**src/rtl/line_point_counter.sv**
```systemverilog
// line_point_counter: counts table pairs (x,y) satisfying a*x + b*y == c modulo 2^DATA_W
module line_point_counter #(
   parameter int DATA_W = 8,
   parameter int ADDR_W = 4,
   parameter int CNT_W  = 8
) (
   input  logic              clock,
   input  logic              reset,
   input  logic              start,
   input  logic [ADDR_W-1:0] n_pairs,
   input  logic [DATA_W-1:0] coef_a,
   input  logic [DATA_W-1:0] coef_b,
   input  logic [DATA_W-1:0] coef_c,
   input  logic              wr_en,
   input  logic [ADDR_W-1:0] wr_addr,
   input  logic [DATA_W-1:0] wr_data,
   output logic              busy,
   output logic              done,
   output logic [CNT_W-1:0]  punti_retta,
   output logic              overflow
);
   localparam int DEPTH = 2 ** ADDR_W;
   localparam logic [ADDR_W-1:0] HALF = ADDR_W'(2 ** (ADDR_W - 1));
   localparam logic [CNT_W-1:0] CNT_MAX = '1;
   typedef enum logic [2:0] {IDLE, LOAD_X, LOAD_Y, CALC, ACC, DONE} state_t;
   state_t state_q, state_d;
   logic [DATA_W-1:0] mem_q [DEPTH];
   logic [ADDR_W-1:0] ptr_q, ptr_d, pairs_q, pairs_d, n_q, n_d, n_clamp;
   logic [DATA_W-1:0] a_q, a_d, b_q, b_d, c_q, c_d, x_q, x_d, y_q, y_d, sum_q, sum_d;
   logic [CNT_W-1:0]  cnt_q, cnt_d, res_q, res_d;
   logic              sat_q, sat_d, ovf_q, ovf_d;
   assign busy        = state_q != IDLE;
   assign done        = state_q == DONE;
   assign punti_retta = res_q;
   assign overflow    = ovf_q;
   assign n_clamp     = (n_pairs > HALF) ? HALF : n_pairs;
   always_ff @(posedge clock)
      if (wr_en && !busy) mem_q[wr_addr] <= wr_data;
   // The result registers load on entry to DONE so they are already valid during the done pulse
   always_comb begin
      state_d = state_q;
      ptr_d   = ptr_q;
      pairs_d = pairs_q;
      n_d     = n_q;
      a_d     = a_q;
      b_d     = b_q;
      c_d     = c_q;
      x_d     = x_q;
      y_d     = y_q;
      sum_d   = sum_q;
      cnt_d   = cnt_q;
      sat_d   = sat_q;
      res_d   = res_q;
      ovf_d   = ovf_q;
      case (state_q)
         IDLE: if (start) begin
            a_d     = coef_a;
            b_d     = coef_b;
            c_d     = coef_c;
            n_d     = n_clamp;
            ptr_d   = '0;
            pairs_d = '0;
            cnt_d   = '0;
            sat_d   = 1'b0;
            state_d = (n_clamp == '0) ? DONE : LOAD_X;
            res_d   = (n_clamp == '0) ? '0 : res_q;
            ovf_d   = (n_clamp == '0) ? 1'b0 : ovf_q;
         end
         LOAD_X: begin
            x_d     = mem_q[ptr_q];
            ptr_d   = ptr_q + ADDR_W'(1);
            state_d = LOAD_Y;
         end
         LOAD_Y: begin
            y_d     = mem_q[ptr_q];
            ptr_d   = ptr_q + ADDR_W'(1);
            state_d = CALC;
         end
         CALC: begin
            sum_d   = a_q * x_q + b_q * y_q;
            state_d = ACC;
         end
         ACC: begin
            cnt_d   = (sum_q == c_q && cnt_q != CNT_MAX) ? cnt_q + CNT_W'(1) : cnt_q;
            sat_d   = sat_q | (sum_q == c_q && cnt_q == CNT_MAX);
            pairs_d = pairs_q + ADDR_W'(1);
            state_d = (pairs_d == n_q) ? DONE : LOAD_X;
            res_d   = (pairs_d == n_q) ? cnt_d : res_q;
            ovf_d   = (pairs_d == n_q) ? sat_d : ovf_q;
         end
         DONE:    state_d = IDLE;
         default: state_d = IDLE;
      endcase
   end
   always_ff @(posedge clock) begin
      if (reset) begin
         state_q <= IDLE;
         ptr_q   <= '0;
         pairs_q <= '0;
         n_q     <= '0;
         a_q     <= '0;
         b_q     <= '0;
         c_q     <= '0;
         x_q     <= '0;
         y_q     <= '0;
         sum_q   <= '0;
         cnt_q   <= '0;
         sat_q   <= 1'b0;
         res_q   <= '0;
         ovf_q   <= 1'b0;
      end else begin
         state_q <= state_d;
         ptr_q   <= ptr_d;
         pairs_q <= pairs_d;
         n_q     <= n_d;
         a_q     <= a_d;
         b_q     <= b_d;
         c_q     <= c_d;
         x_q     <= x_d;
         y_q     <= y_d;
         sum_q   <= sum_d;
         cnt_q   <= cnt_d;
         sat_q   <= sat_d;
         res_q   <= res_d;
         ovf_q   <= ovf_d;
      end
   end
endmodule

```
**config.mk**
```make
export PLATFORM = sky130hd
export DESIGN_NAME = line_point_counter
export DESIGN_NICKNAME = d
export VERILOG_FILES = /design/src/rtl/line_point_counter.sv
export SDC_FILE = /design/constraint.sdc
export NUM_CORES = 1
export LEC_CHECK = 0
export CAP_MARGIN = 20
export CORE_MARGIN = 2
export CORE_UTILIZATION = 60
export CTS_CLUSTER_DIAMETER = 80
export DETAILED_ROUTE_END_ITERATION = 12
export DONT_BUFFER_PORTS = 1
export GPL_ROUTABILITY_DRIVEN = 0
export GPL_TIMING_DRIVEN = 1
export PLACE_DENSITY = 0.76
export SLEW_MARGIN = 40
export SYNTH_ARGS = -nofsm -noshare
export SYNTH_HDL_FRONTEND = slang
export SYNTH_SLANG_ARGS = --single-unit
```
**constraint.sdc**
```tcl
create_clock -name clock -period 6.53 [get_ports clock]
set_input_delay 0.653 -clock clock [delete_from_list [all_inputs] [get_ports clock]]
set_output_delay 0.653 -clock clock [all_outputs]
set_load 0.005 [all_outputs]
```
==> results by stage <==
Outcome:
- The flow ran to the end, and the final reports show no timing, DRC or antenna violations.

Setup path:
- The cell occurring most often along the worst timing path is sky130_fd_sc_hd__inv_1.
- The sum of buffers and inverters on the critical path is 6.
- The cell depth of the worst flop-to-flop path is 18.
- The capture point of the worst reg-to-reg path is sum_q[7].
- The kind of capture point of the worst setup path is a flop.
- The kind of cell with the highest combined delay along the critical path is adder cells.
- The startpoint type of the worst setup path is a flop.
- On the critical path, the stage with the largest delay is an instance of sky130_fd_sc_hd__fa_1.
- Along the worst path, the maximum fanout reaches 8.
- The biggest cell delay along the critical path is 0.55 ns.
- The internal reg-to-reg setup slack is 1.52 ns.
- The signal on the critical path passes through nand2_1 > fa_1 > inv_1 > ha_1 > inv_1 > fa_1 > inv_1 > fa_1 > fa_1 > inv_1 > fa_1 > inv_1 > ha_1 > inv_1 > o21bai_1 > a21oi_1 > xnor3_1 > a211oi_2.
- The signal arrival time at the worst endpoint is between 5 and 6 ns.
- The worst endpoint required time is 6.97 ns.
- The worst setup path is of the reg -> reg kind.
- The critical register-to-register path startpoint is x_q[1].

Finish:
- The layout cell share with drive strength beyond 1 is a little under an eighth.
- The net count reported at finish is 968.
- The number of flip-flops in the largest register is 128.
- The area growth from synthesis to final layout is 9.49%.
- 0 antenna diodes ended up in the layout.
- Summing all non-filler instances in the final layout gives an area of about 11,000 um2.
- The final core utilization is between 60% and 70%.
- The register with the most flip-flops is mem_q.

Power and ir drop:
- The power per unit of standard cell area is 267 nW/um2.
- The total leakage power is 0.00406 uW.
- Summing internal, switching and leakage power gives 3030 uW.
- The maximum resistive drop on vdd is 0.304 mV.

CTS:
- For the worst-skew pair, the clock arrives at the later sink with an insertion delay of 0.53 ns.
- After clock tree synthesis, the clock-pin slew on the worst setup and hold paths is 0.06 ns.
- Post-CTS timing repair inserted 0 buffers for setup.
- The number of H-tree branching levels is 1.
- The root cell of the clock tree is sky130_fd_sc_hd__clkbuf_16.
- The number of hold buffers added after cts is 0.
- TritonCTS built the clock tree.
- The total CTS buffers is 23.
- The number of buffers between clock root and the deepest sink is 3.
- The number of gates resized after cts is 0.
- CTS saw 213 sinks.

Synthesis:
- After synthesis, the largest area contributor takes up 37.2% of total cell area.
- Among all cell types in the netlist, the one instantiated most often is sky130_fd_sc_hd__nand2_1.
- The commonest cells after synthesis are sky130_fd_sc_hd__nand2_1 (161), sky130_fd_sc_hd__edfxtp_1 (128), sky130_fd_sc_hd__dfxtp_1 (85).
- Of all flip-flops after synthesis, the portion carrying an async set or reset was 0%.
- The count of yosys warnings during synthesis is 0.
- The average instance in the mapped netlist occupies 12.0 um2.
- The synthesized design spends more area on one cell type than any other, namely sky130_fd_sc_hd__edfxtp_1.
- The number of nets handed over by synthesis was 974.
- The sequential fraction of the synthesis area is a little over half.
- The synthesis-stage register bit count is roughly 210.
- The count of different cell masters after synthesis is 51.
- Summing every instance area after synthesis gives approximately 10,000 um2.
- The number of synthesized flops with an enable pin is 128.
- The synthesized instance count is 861.
- Among all flip-flop cells after synthesis, the most frequent one is sky130_fd_sc_hd__edfxtp_1.
- By area the synthesized netlist is led by sky130_fd_sc_hd__edfxtp_1 (37%), sky130_fd_sc_hd__dfxtp_1 (16%), sky130_fd_sc_hd__mux4_2 (8.7%), sky130_fd_sc_hd__fa_1 (6.0%), sky130_fd_sc_hd__nand2_1 (5.8%).

Floorplan:
- The die area is roughly 18,000 um2.
- The initial core utilization is between 60% and 70%.
- The floorplan has 47 rows.
- During I/O placement, the number of pins put on the boundary was 55.
- The core region is roughly 17,000 um2.
- The chip height is 135 um.
- In this run the horizontal extent of the chip is about 140 um.

Placement:
- In this run the tool buffered the top-level ports with 0 buffer cells.
- Prior to clock tree synthesis, the placed netlist has a worst setup slack of 1.53 ns.
- In this run the cell area measured after placement is between 10,000 and 15,000 um2.
- Detailed placement finished with a half-perimeter wire length of around 15 mm.

Timing:
- The final number of max-transition violations is 0.
- At the pin with the least slew margin, the transition time is 0.799 ns.
- The clock tree skew after final layout is 0.0137 ns.
- The highest clock rate is approximately 0.2 GHz.
- The worst max-slew margin expressed relative to the limit is 46.5%.
- Summed over all failing endpoints, the final setup total negative slack is 0 ns.
- The final hold violation count was 0.
- The worst path uses 76.8% of the clock period.
- Setup slack closes at 1.52 ns.
- The smallest clock period supported by the final layout is computed as ~5 ns.
- Setup violations remaining at the end of the flow were counted as 0.
- Setup repair after global routing left no endpoint under its margin.

GRT:
- Global routing used 24.3% of the available tracks across all layers.
- Summed over all layers, the global routing overflow is 0.
- The initial antenna violation count is 0.
- Entering global routing, the biggest net connects 82 pins.
- The via count of the first global-routing pass is 6,472.
- The first global-routing pass estimated 34.0 mm of wire.

Route:
- Wires add up to around 21 mm.
- After detailed routing, the average wire length per cell comes to just under 20 um.
- In this run, the number of DRC markers left after iteration 0 of detailed routing was 567.
- The detail route stage leaves a number of antenna-violating nets equal to 0.
- The ratio of routed vias to standard cells is 5.96.
- The number of remaining DRC errors is 0.
- The pre-antenna-repair detailed-routing pass consisted of 5 iterations.
- The via total after detailed routing is 6,508.

Hold path:
- The worst hold path belongs to the class in -> reg.
- The worst min-delay path startpoint is reset.
- For hold timing, the worst endpoint is punti_retta[0].
- The worst hold path stage count is 1.

Job:
- The tool flagged a number of max-cap violations equal to 0.
[layer usage]
layer / vias up / part of all wire, % / GRT usage [%]
met1: 3188 / 40 / 31.7
met4: 0 / 3.5 / 8.22
met2: 234 / 50 / 41.8
met3: 63 / 5.9 / 4.00
li1: 3023 / - / -
met5: - / 0 / 0
[placed cells by master, fill, tap and decap left out, types with 2 or more instances in the layout]
master                      synthesis  routed
sky130_fd_sc_hd__nor2_1            37      28
sky130_fd_sc_hd__ha_1              38      38
sky130_fd_sc_hd__fa_1              31      31
sky130_fd_sc_hd__clkbuf_8           0       4
sky130_fd_sc_hd__a31oi_1            4       4
sky130_fd_sc_hd__nor4_2             2       2
sky130_fd_sc_hd__a21oi_1           77      77
sky130_fd_sc_hd__o21ai_0           12      12
sky130_fd_sc_hd__nor3_1            11      11
sky130_fd_sc_hd__xnor2_1           29      29
sky130_fd_sc_hd__nand2b_1           2       2
sky130_fd_sc_hd__nor2b_1            2       2
sky130_fd_sc_hd__or4_1              4       4
sky130_fd_sc_hd__o31a_1             2       2
sky130_fd_sc_hd__and3_1             3       3
sky130_fd_sc_hd__dfxtp_1           85      83
sky130_fd_sc_hd__or3_1              7       7
sky130_fd_sc_hd__a311oi_1           2       2
sky130_fd_sc_hd__nand3_1           10      10
sky130_fd_sc_hd__mux4_2            40      40
sky130_fd_sc_hd__a211oi_1           2       2
sky130_fd_sc_hd__xor2_1            12      12
sky130_fd_sc_hd__nor2_2             1      10
sky130_fd_sc_hd__nand2_1          161     160
sky130_fd_sc_hd__and2_1            37      37
sky130_fd_sc_hd__clkbuf_16          0      26
sky130_fd_sc_hd__inv_1             46      46
sky130_fd_sc_hd__nand4_1            4       4
sky130_fd_sc_hd__and2_2             4       4
sky130_fd_sc_hd__nand3b_1           5       5
sky130_fd_sc_hd__edfxtp_1         128     128
sky130_fd_sc_hd__nor4_1             3       3
sky130_fd_sc_hd__clkbuf_1          26       8
sky130_fd_sc_hd__a211o_1            2       2
sky130_fd_sc_hd__buf_4              0       6
sky130_fd_sc_hd__xnor3_1            4       4
[cell families (layout without fill, tap and decap cells)]
group / count (synthesis) / count (layout) / synth area share (%)
xor+xnor: 45 / 45 / 4.35
flops: 213 / 213 / 53.6
simple gates: 300 / 300 / 13.5
fa+ha+maj: 69 / 69 / 10.6
mux: 41 / 41 / 8.81
compound gates: 110 / 110 / 5.98
buf+inv: 83 / 94 / 3.10
[cell type report]
cell class / instances / area (um2)
flip-flops and latches: 213 / 5550
fillers: 1183 / 5380
multi-input cells: 565 / 4500
clock buffers: 38 / 736
well taps: 220 / 275
inverters: 46 / 173
repair buffers: 6 / 45.0
clock inverters: 4 / 37.5
[stage by stage]
stage               std cells  hold slack, ns
floorplan                 861           0.433
global placement         1050           0.434
detailed placement       1050           0.437
CTS                      1092           0.175
global route             1092           0.181
finish                   1092           0.200
[worst max path at each step]
stage,from,end,cells after the start
floorplan,x_q[1],sum_q[7],18
global placement,x_q[1],sum_q[7],18
detailed placement,x_q[1],sum_q[7],18
CTS,x_q[1],sum_q[7],18
global route,x_q[1],sum_q[7],18
finish,x_q[1],sum_q[7],18
[report_power, final]
part	internal, uW	switching (uW)	total [uW]
clock	775	523	1300
sequential	1460	36.0	1490
combinational	101	134	236
total	2330	694	3030
No activity file was read; power rests on OpenSTA's default activity.
